[config.mk]
export PLATFORM = sky130hd
export DESIGN_NAME = calc_sequencer_flat
export DESIGN_NICKNAME = d
export VERILOG_FILES = /design/src/rtl/calc_sequencer_if.sv /design/src/rtl/calc_sequencer.sv /design/src/flat_wrapper.sv
export SDC_FILE = /design/constraint.sdc
export NUM_CORES = 1
export LEC_CHECK = 0
export BUFFER_PORTS_ARGS = -buffer_cell sky130_fd_sc_hd__buf_2
export CAP_MARGIN = 0
export CELL_PAD_IN_SITES_DETAIL_PLACEMENT = 0
export CELL_PAD_IN_SITES_GLOBAL_PLACEMENT = 1
export CORE_MARGIN = 1
export CORE_UTILIZATION = 46
export CTS_CLUSTER_DIAMETER = 40
export CTS_CLUSTER_SIZE = 40
export DETAILED_ROUTE_END_ITERATION = 10
export PLACE_DENSITY_LB_ADDON = 0.05
export SYNTH_ARGS = -nofsm -noshare
export SYNTH_HDL_FRONTEND = slang
export SYNTH_SLANG_ARGS = --single-unit
[constraint.sdc]
create_clock -name Clock -period 2.7 [get_ports Clock]
set_input_delay 0.81 -clock Clock [delete_from_list [all_inputs] [get_ports Clock]]
set_output_delay 0.81 -clock Clock [all_outputs]
set_load 0.005 [all_outputs]
[src/rtl/calc_sequencer_if.sv]
// Instruction handshake between the keypad/instruction front end and calc_sequencer.
interface calc_sequencer_if;
  logic       InValid;
  logic       InReady;
  logic [2:0] OP;
  logic [1:0] K;

  modport master (output InValid, output OP, output K, input InReady);
  modport slave  (input InValid, input OP, input K, output InReady);
endinterface

[src/rtl/calc_sequencer.sv]
// Calculator controller: four 5-bit registers, single-cycle ops and a 5-cycle
// shift-add multiply, sequenced IDLE -> EXEC/MUL -> DONE -> IDLE.
module calc_sequencer (
  input  logic              Clock,
  input  logic              Reset,
  calc_sequencer_if.slave   bus,
  output logic              Busy,
  output logic              Done,
  output logic              Overflow,
  output logic [4:0]        R0,
  output logic [4:0]        R1,
  output logic [4:0]        R2,
  output logic [4:0]        R3
);

  typedef enum logic [1:0] {IDLE, EXEC, MUL, DONE} state_t;
  typedef enum logic [2:0] {
    OP_INIT, OP_LDI, OP_MOVE, OP_STORE, OP_ADD, OP_SUB, OP_MUL, OP_POW2
  } op_t;

  state_t     state, state_d;
  op_t        op_q;
  logic [1:0] k_q;
  logic [4:0] a_q, b_q;
  logic [4:0] rf    [4];
  logic [4:0] rf_nx [4];
  logic       ov, ov_nx, wb;
  logic [9:0] acc, mcand, acc_nx;
  logic [4:0] mplier;
  logic [2:0] cnt;
  logic [5:0] sum6;
  logic       accept;

  assign bus.InReady = (state == IDLE) && !Reset;
  assign accept      = bus.InValid && bus.InReady;
  assign Busy        = (state != IDLE);
  assign Done        = (state == DONE);
  assign Overflow    = ov;
  assign R0          = rf[0];
  assign R1          = rf[1];
  assign R2          = rf[2];
  assign R3          = rf[3];

  assign sum6   = {1'b0, a_q} + {1'b0, b_q};
  assign acc_nx = mplier[0] ? (acc + mcand) : acc;

  always_comb begin
    state_d = state;
    case (state)
      IDLE:    if (accept) state_d = (op_t'(bus.OP) == OP_MUL) ? MUL : EXEC;
      EXEC:    state_d = DONE;
      MUL:     if (cnt == 3'd4) state_d = DONE;
      DONE:    state_d = IDLE;
      default: state_d = IDLE;
    endcase
  end

  // Writeback values; the last multiply step folds its add directly into R0.
  always_comb begin
    rf_nx = rf;
    ov_nx = ov;
    wb    = 1'b0;
    if (state == MUL && cnt == 3'd4) begin
      wb       = 1'b1;
      rf_nx[0] = acc_nx[4:0];
      ov_nx    = |acc_nx[9:5];
    end else if (state == EXEC) begin
      wb    = 1'b1;
      ov_nx = 1'b0;
      case (op_q)
        OP_INIT: begin
          rf_nx[0] = 5'd0;
          rf_nx[1] = 5'd1;
          rf_nx[2] = 5'd2;
          rf_nx[3] = 5'd3;
        end
        OP_LDI:   rf_nx[0]   = {3'b0, k_q};
        OP_MOVE:  rf_nx[0]   = b_q;
        OP_STORE: rf_nx[k_q] = a_q;
        OP_ADD: begin
          rf_nx[0] = sum6[4:0];
          ov_nx    = sum6[5];
        end
        OP_SUB: begin
          rf_nx[0] = a_q - b_q;
          ov_nx    = (a_q < b_q);
        end
        OP_POW2: begin
          if (b_q < 5'd5) begin
            rf_nx[0] = 5'd1 << b_q;
          end else begin
            rf_nx[0] = 5'd0;
            ov_nx    = 1'b1;
          end
        end
        default: ;
      endcase
    end
  end

  always_ff @(posedge Clock) begin
    if (Reset) begin
      state  <= IDLE;
      rf     <= '{5'd0, 5'd1, 5'd2, 5'd3};
      ov     <= 1'b0;
      op_q   <= OP_INIT;
      k_q    <= '0;
      a_q    <= '0;
      b_q    <= '0;
      acc    <= '0;
      mcand  <= '0;
      mplier <= '0;
      cnt    <= '0;
    end else begin
      state <= state_d;
      if (accept) begin
        op_q   <= op_t'(bus.OP);
        k_q    <= bus.K;
        a_q    <= rf[0];
        b_q    <= rf[bus.K];
        acc    <= '0;
        mcand  <= {5'b0, rf[0]};
        mplier <= rf[bus.K];
        cnt    <= '0;
      end else if (state == MUL) begin
        acc    <= acc_nx;
        mcand  <= {mcand[8:0], 1'b0};
        mplier <= {1'b0, mplier[4:1]};
        cnt    <= cnt + 3'd1;
      end
      if (wb) begin
        rf <= rf_nx;
        ov <= ov_nx;
      end
    end
  end

endmodule

[src/flat_wrapper.sv]
// flat-port wrapper written by rule: the top's interface ports become plain ports
module calc_sequencer_flat 
  (Clock, Reset, Busy, Done, Overflow, R0, R1, R2, R3, bus_InValid, bus_OP, bus_K, bus_InReady);
  calc_sequencer_if bus_i ();
  input  logic Clock;
  input  logic Reset;
  output logic Busy;
  output logic Done;
  output logic Overflow;
  output logic [4:0] R0;
  output logic [4:0] R1;
  output logic [4:0] R2;
  output logic [4:0] R3;
  input wire logic [$bits(bus_i.InValid)-1:0] bus_InValid;
  input wire logic [$bits(bus_i.OP)-1:0] bus_OP;
  input wire logic [$bits(bus_i.K)-1:0] bus_K;
  output wire logic [$bits(bus_i.InReady)-1:0] bus_InReady;
  assign bus_i.InValid = bus_InValid;
  assign bus_i.OP = bus_OP;
  assign bus_i.K = bus_K;
  assign bus_InReady = bus_i.InReady;
  calc_sequencer u_core (.Clock(Clock), .Reset(Reset), .bus(bus_i), .Busy(Busy), .Done(Done), .Overflow(Overflow), .R0(R0), .R1(R1), .R2(R2), .R3(R3));
endmodule
[Word level (Yosys, flattened, before mapping)]
Cells that the tools add are included.
Widths: inputs -> output; s select.
Storage, ports and cells
  bits in registers: 66
  input port bits: 8
  output and inout bits: 24
  word-level logic and storage cells: 85
Cells by class
  add/subtract/negate cells: 4
  $lt $le $gt $ge: 5
  equal/unequal tests: 13
  shift operators: 1
  muxes and demuxes: 26
  bitwise operators: 3
  reduce and logical (&&, ||, !) cells: 18
Operators by type and width (count)
  $mux 5: 9
  $pmux 5 s7: 1
  $pmux 15 s2: 1
  $bwmux 20: 1
  $mux 20: 1
  $eq 3x3->1 const B: 5
  $add 10x10->10: 1
  $bmux 5 s2: 1
  $demux 5 s2: 1
  $mux 10: 1
  $pmux 2 s4: 1
  $reduce_bool 2->1: 4
  $reduce_bool 8->1: 1
  $add 5x5->6: 1
  $eq 3x2->1 const B: 2
  $ge 3x3->1 const B: 2
  $mux 2: 3
  $not 2->3: 2
  $lt 5x3->1 const B: 1
  $lt 5x5->1: 1
  $mux 1: 5
  $reduce_or 5->1: 1
  $shl 1x5->5 const A: 1
  $sub 5x5->5: 1
  other kinds (16): 22

[Depth between registers and ports, before layout]
  depth after elaboration: 9
  depth in mapped cells: 11

[Least setup slack after synthesis]
Ideal clock, no wire load.
  path kind: reg2reg
  start point: register u_core.mcand[0]
  end point: register u_core.ov (netlist: u_core.Overflow)
  library setup time: 132 ps
  data arrival time: 2124 ps
  setup slack: 444 ps
  cell stages (with the launch flop): 10
  path buffers: 0
  clock period less this slack: 2256 ps
  cell sequence: dfxtp_1 ha_1 fa_1 a211oi_2 nor3_1 a311o_1 a21oi_2 xnor2_1 o31ai_1 a311oi_1
On the way
  cells in the longest elaborated chain, start to end: 4
Ends and longest elaborated chain
  from (decl): line calc_sequencer.sv:28  | logic [9:0] acc, mcand, acc_nx;
  from (signal assigned): line calc_sequencer.sv:122  | mcand <= {5'b0, rf[0]};
  from (signal assigned): line calc_sequencer.sv:127  | mcand <= {mcand[8:0], 1'b0};
  $add 10x10->10: line calc_sequencer.sv:45  | assign acc_nx = mplier[0] ? (acc + mcand) : acc;
  $mux 10: line calc_sequencer.sv:45
  $reduce_or 5->1: line calc_sequencer.sv:66  | ov_nx = |acc_nx[9:5];
  $mux 1: line calc_sequencer.sv:63  | if (state == MUL && cnt == 3'd4) begin
  to (signal assigned): line calc_sequencer.sv:133  | ov <= ov_nx;
  to (decl): line calc_sequencer.sv:27  | logic ov, ov_nx, wb;
No other way between the ends.
A chain may end at the register's enable or synchronous reset.

[Worst setup path in the final report]
Ends and elaborated chain as after synthesis.

==> summary.md <==
| Metric | Value |
|---|---|
| Post-synth EDFFs | 0 |
| Worst-skew pair later-pin latency | 340 ps |
| Critical path cell sequence | ha_1, fa_1, a211oi_2, nor3_1, a311o_1, a21oi_2, xnor2_1, o31ai_1, a311oi_1 |
| Yosys warns | 0 |
| Max Slew Vio Count | 0 |
| FF-to-FF setup slack | 190 ps |
| Critical path required time | 2900 ps |
| CTS root buffer | clkbuf_8 |
| FILL cells | 777 |
| Hpwl dp | 7.08 mm |
| Final Skew | 11.5 ps |
| Die H | 93.0 um |
| Via count | 3243 |
| Number of global-route vias before repair | 3001 |
| Register area share after synthesis | 34.7% |
| CTS Sinks | 66 |
| Largest net degree at the start of global routing | 27 |
| Chip Width | 93.0 um |
| DR vias/cell | 5.68 |
| VDD IR max | 0.418 mV |
| PortBufs | 31 |
| Global-route wire length before repair | 15.8 mm |
| Critical hold path startpoint | u_core.acc[0] |
| Final setup violation count | 0 |
| Fraction of layout cells with a size suffix above 1 | 16.0% |
| Post_cts resized | 0 |
| RR Endpoint | u_core.Overflow |
| Maximum clock frequency | 398 MHz |
| RSZ-0062 raised after global routing | no |
| Period utilization | 93.0% |
| P per Cell Area | 628 nW/um2 |
| Gr usage total | 24.2% |
| DRT Pass-1 Iters | 8 |
| Post-CTS Setup Inserts | 0 |
| Avg WL per Cell | 17.2 um |
| CTS tree | done |
| Crit path time final | 2510 ps |
| Initial antenna violation count | 0 |
| Layout Nets | 503 |
| Hold Path Sink | u_core.acc[0] |
| Initial cell density of the core | 48.3% |
| Final Hold Violating Endpoints | 0 |
| Post-synthesis cell type count | 54 |
| Static leakage | 1.77 nW |
| Max-slew headroom | 60.2% |
| Clock-pin slew on the worst setup and hold paths | 80 ps |
| Hold buffers post-CTS | 0 |
| Synthesized Nets | 476 |
| Syn avg cell area | 8.70 um2 |
| TritonCTS Buffers | 9 |
| # diodes | 0 |
| Worst Reg-to-Reg Cells | 9 |
| Crit end category | register |
| Non-filler cells, final | 571 |
| Setup CP Type | reg2reg |
| Arr. time, crit path | 2710 ps |
| Worst hold-check path type | reg2reg |
| Routed wire length | 9.84 mm |
| Hold path cells | 2 |
| Area delta synth->final | 12.1% |
| Routability congestion estimate | 0.859 |
| Worst slew pin tran | 595 ps |
| Status | finished clean |
| CP max FO | 3 |
| I/O pin count | 32 |
| CP Launch Type | register |
| Die area | 8650 um2 |
| Mapped cell area | 3810 um2 |
| Seq cells post-synth | 66 |
| Cells after Synth | 438 |
| Setup TNS | 0 ps |
| Asr flop ratio synth | 0% |
| Maxcap violations | 0 |
| Grt total ovfl | 0 |
| Worst R2R Start | u_core.mcand[0] |
| Predominant post-synthesis flop cell | dfxtp_1 |
| CTS Buffer Depth | 2 |
| Worst path slowest cell | fa_1 |
| CORE AREA | 7890 um2 |
| Initial DRC count | 211 |
| DRC Markers | 0 |
| ANT nets after route | 0 |
| Largest stage delay, worst path | 440 ps |
| Rows | 32 |
| H-Tree Depth | 3 |
| Cells after DPL | 556 |
-- stage by stage --
stage	utilization [%]	hold slack [ps]	area, um2	total power [W]	setup WS, ps
finish	54.2	480	4270	0.00268	190
global route	54.2	503	4270	0.00283	40.2
CTS	54.2	478	4270	0.00270	193
detailed placement	51.3	468	4050	0.00174	200
global placement	51.3	461	4050	0.00174	292
floorplan	-	451	3810	0.00158	444
-- power by group --
| part | switching (W) | internal [W] | leakage [nW] |
|---|---|---|---|
| combinational | 0.000358 | 0.000245 | 1.12 |
| clock | 0.000391 | 0.000567 | 0.116 |
| sequential | 0.0000972 | 0.00103 | 0.534 |
| total | 0.000846 | 0.00184 | 1.77 |
-- cells by family (layout without fill, tap and decap cells) --
| group | count (synthesis) | after routing | synth area share (%) |
|---|---|---|---|
| AO/OA/AOI/OAI | 105 | 105 | 17.7 |
| multiplexers | 36 | 36 | 11.4 |
| adder cells (fa/ha/maj) | 30 | 30 | 10.4 |
| XOR/XNOR | 13 | 13 | 2.99 |
| buffers and inverters | 39 | 70 | 4.33 |
| AND/OR/NAND/NOR | 149 | 149 | 18.5 |
| flip-flops | 66 | 66 | 34.7 |
-- flip-flops by register name, summed over array words and instances (netlist names), 5 cells and up --
name	cells
u_core.acc	10
u_core.mcand	10
u_core.R0	5
u_core.R1	5
u_core.R2	5
u_core.R3	5
u_core.a_q	5
u_core.b_q	5
u_core.mplier	5
-- synthesized netlist by cell type (all sizes together) (9+ instances only) --
library cell,n,area share [%]
clkbuf,14,1.4
a21oi,34,4.6
inv,16,1.6
dfxtp,66,35
ha,27,8.9
o21ai,28,3.7
buf,9,1.3
xnor2,9,2.1
mux2i,21,5.5
mux2,10,3.0
nand2,55,5.4
nor2,44,4.4
nand2b,14,2.3
-- worst max-delay path by stage --
stage	end	slack [ps]	from	cells past startpoint
2_1_floorplan	u_core.Overflow	440	u_core.mcand[0]	9
3_3_place_gp	u_core.Overflow	290	u_core.mcand[0]	9
3_5_place_dp	u_core.Overflow	200	u_core.mcand[0]	9
4_1_cts	u_core.Overflow	190	u_core.mcand[0]	9
5_1_grt	u_core.Overflow	40	u_core.mcand[0]	9
6_report	u_core.Overflow	190	u_core.mcand[0]	9
-- critical path, delay by kind of cell, from the launching register on --
kind / cells / cell delay (ps)
AND/OR/NAND/NOR: 1 / 80
XOR/XNOR: 1 / 90
adder cells (fa/ha/maj): 2 / 670
AO/OA/AOI/OAI: 5 / 1200
flip-flops: 1 / 330
-- cell type report --
| class | instances | area [um2] | area share (%) |
|---|---|---|---|
| clock buffer | 11 | 151 | 3.54 |
| inverter | 16 | 60.1 | 1.41 |
| tap | 102 | 128 | 2.99 |
| timing repair buffer | 39 | 215 | 5.04 |
| sequential | 66 | 1320 | 30.9 |
| clock inverter | 4 | 73.8 | 1.73 |
| multi-input combinational | 333 | 2320 | 54.4 |
-- routing by layer --
layer | vias up | global-route usage, % | part of all wire (%)
li1 | 1602 | - | -
met2 | 105 | 36.8 | 44
met1 | 1529 | 35.1 | 49
met5 | - | 0 | 0
met4 | 0 | 5.00 | 0.75
met3 | 7 | 5.28 | 6.4
-- cell usage in the layout, fill, tap and decap left out, drive strengths merged, types with 14 or more instances in the layout --
cell and n:
a21oi 34, ha 27, inv 17, nand2 55, dfxtp 66, buf 39
mux2i 21, nand2b 14, nor2 44, o21ai 28
(Power assumes the default switching activity.)
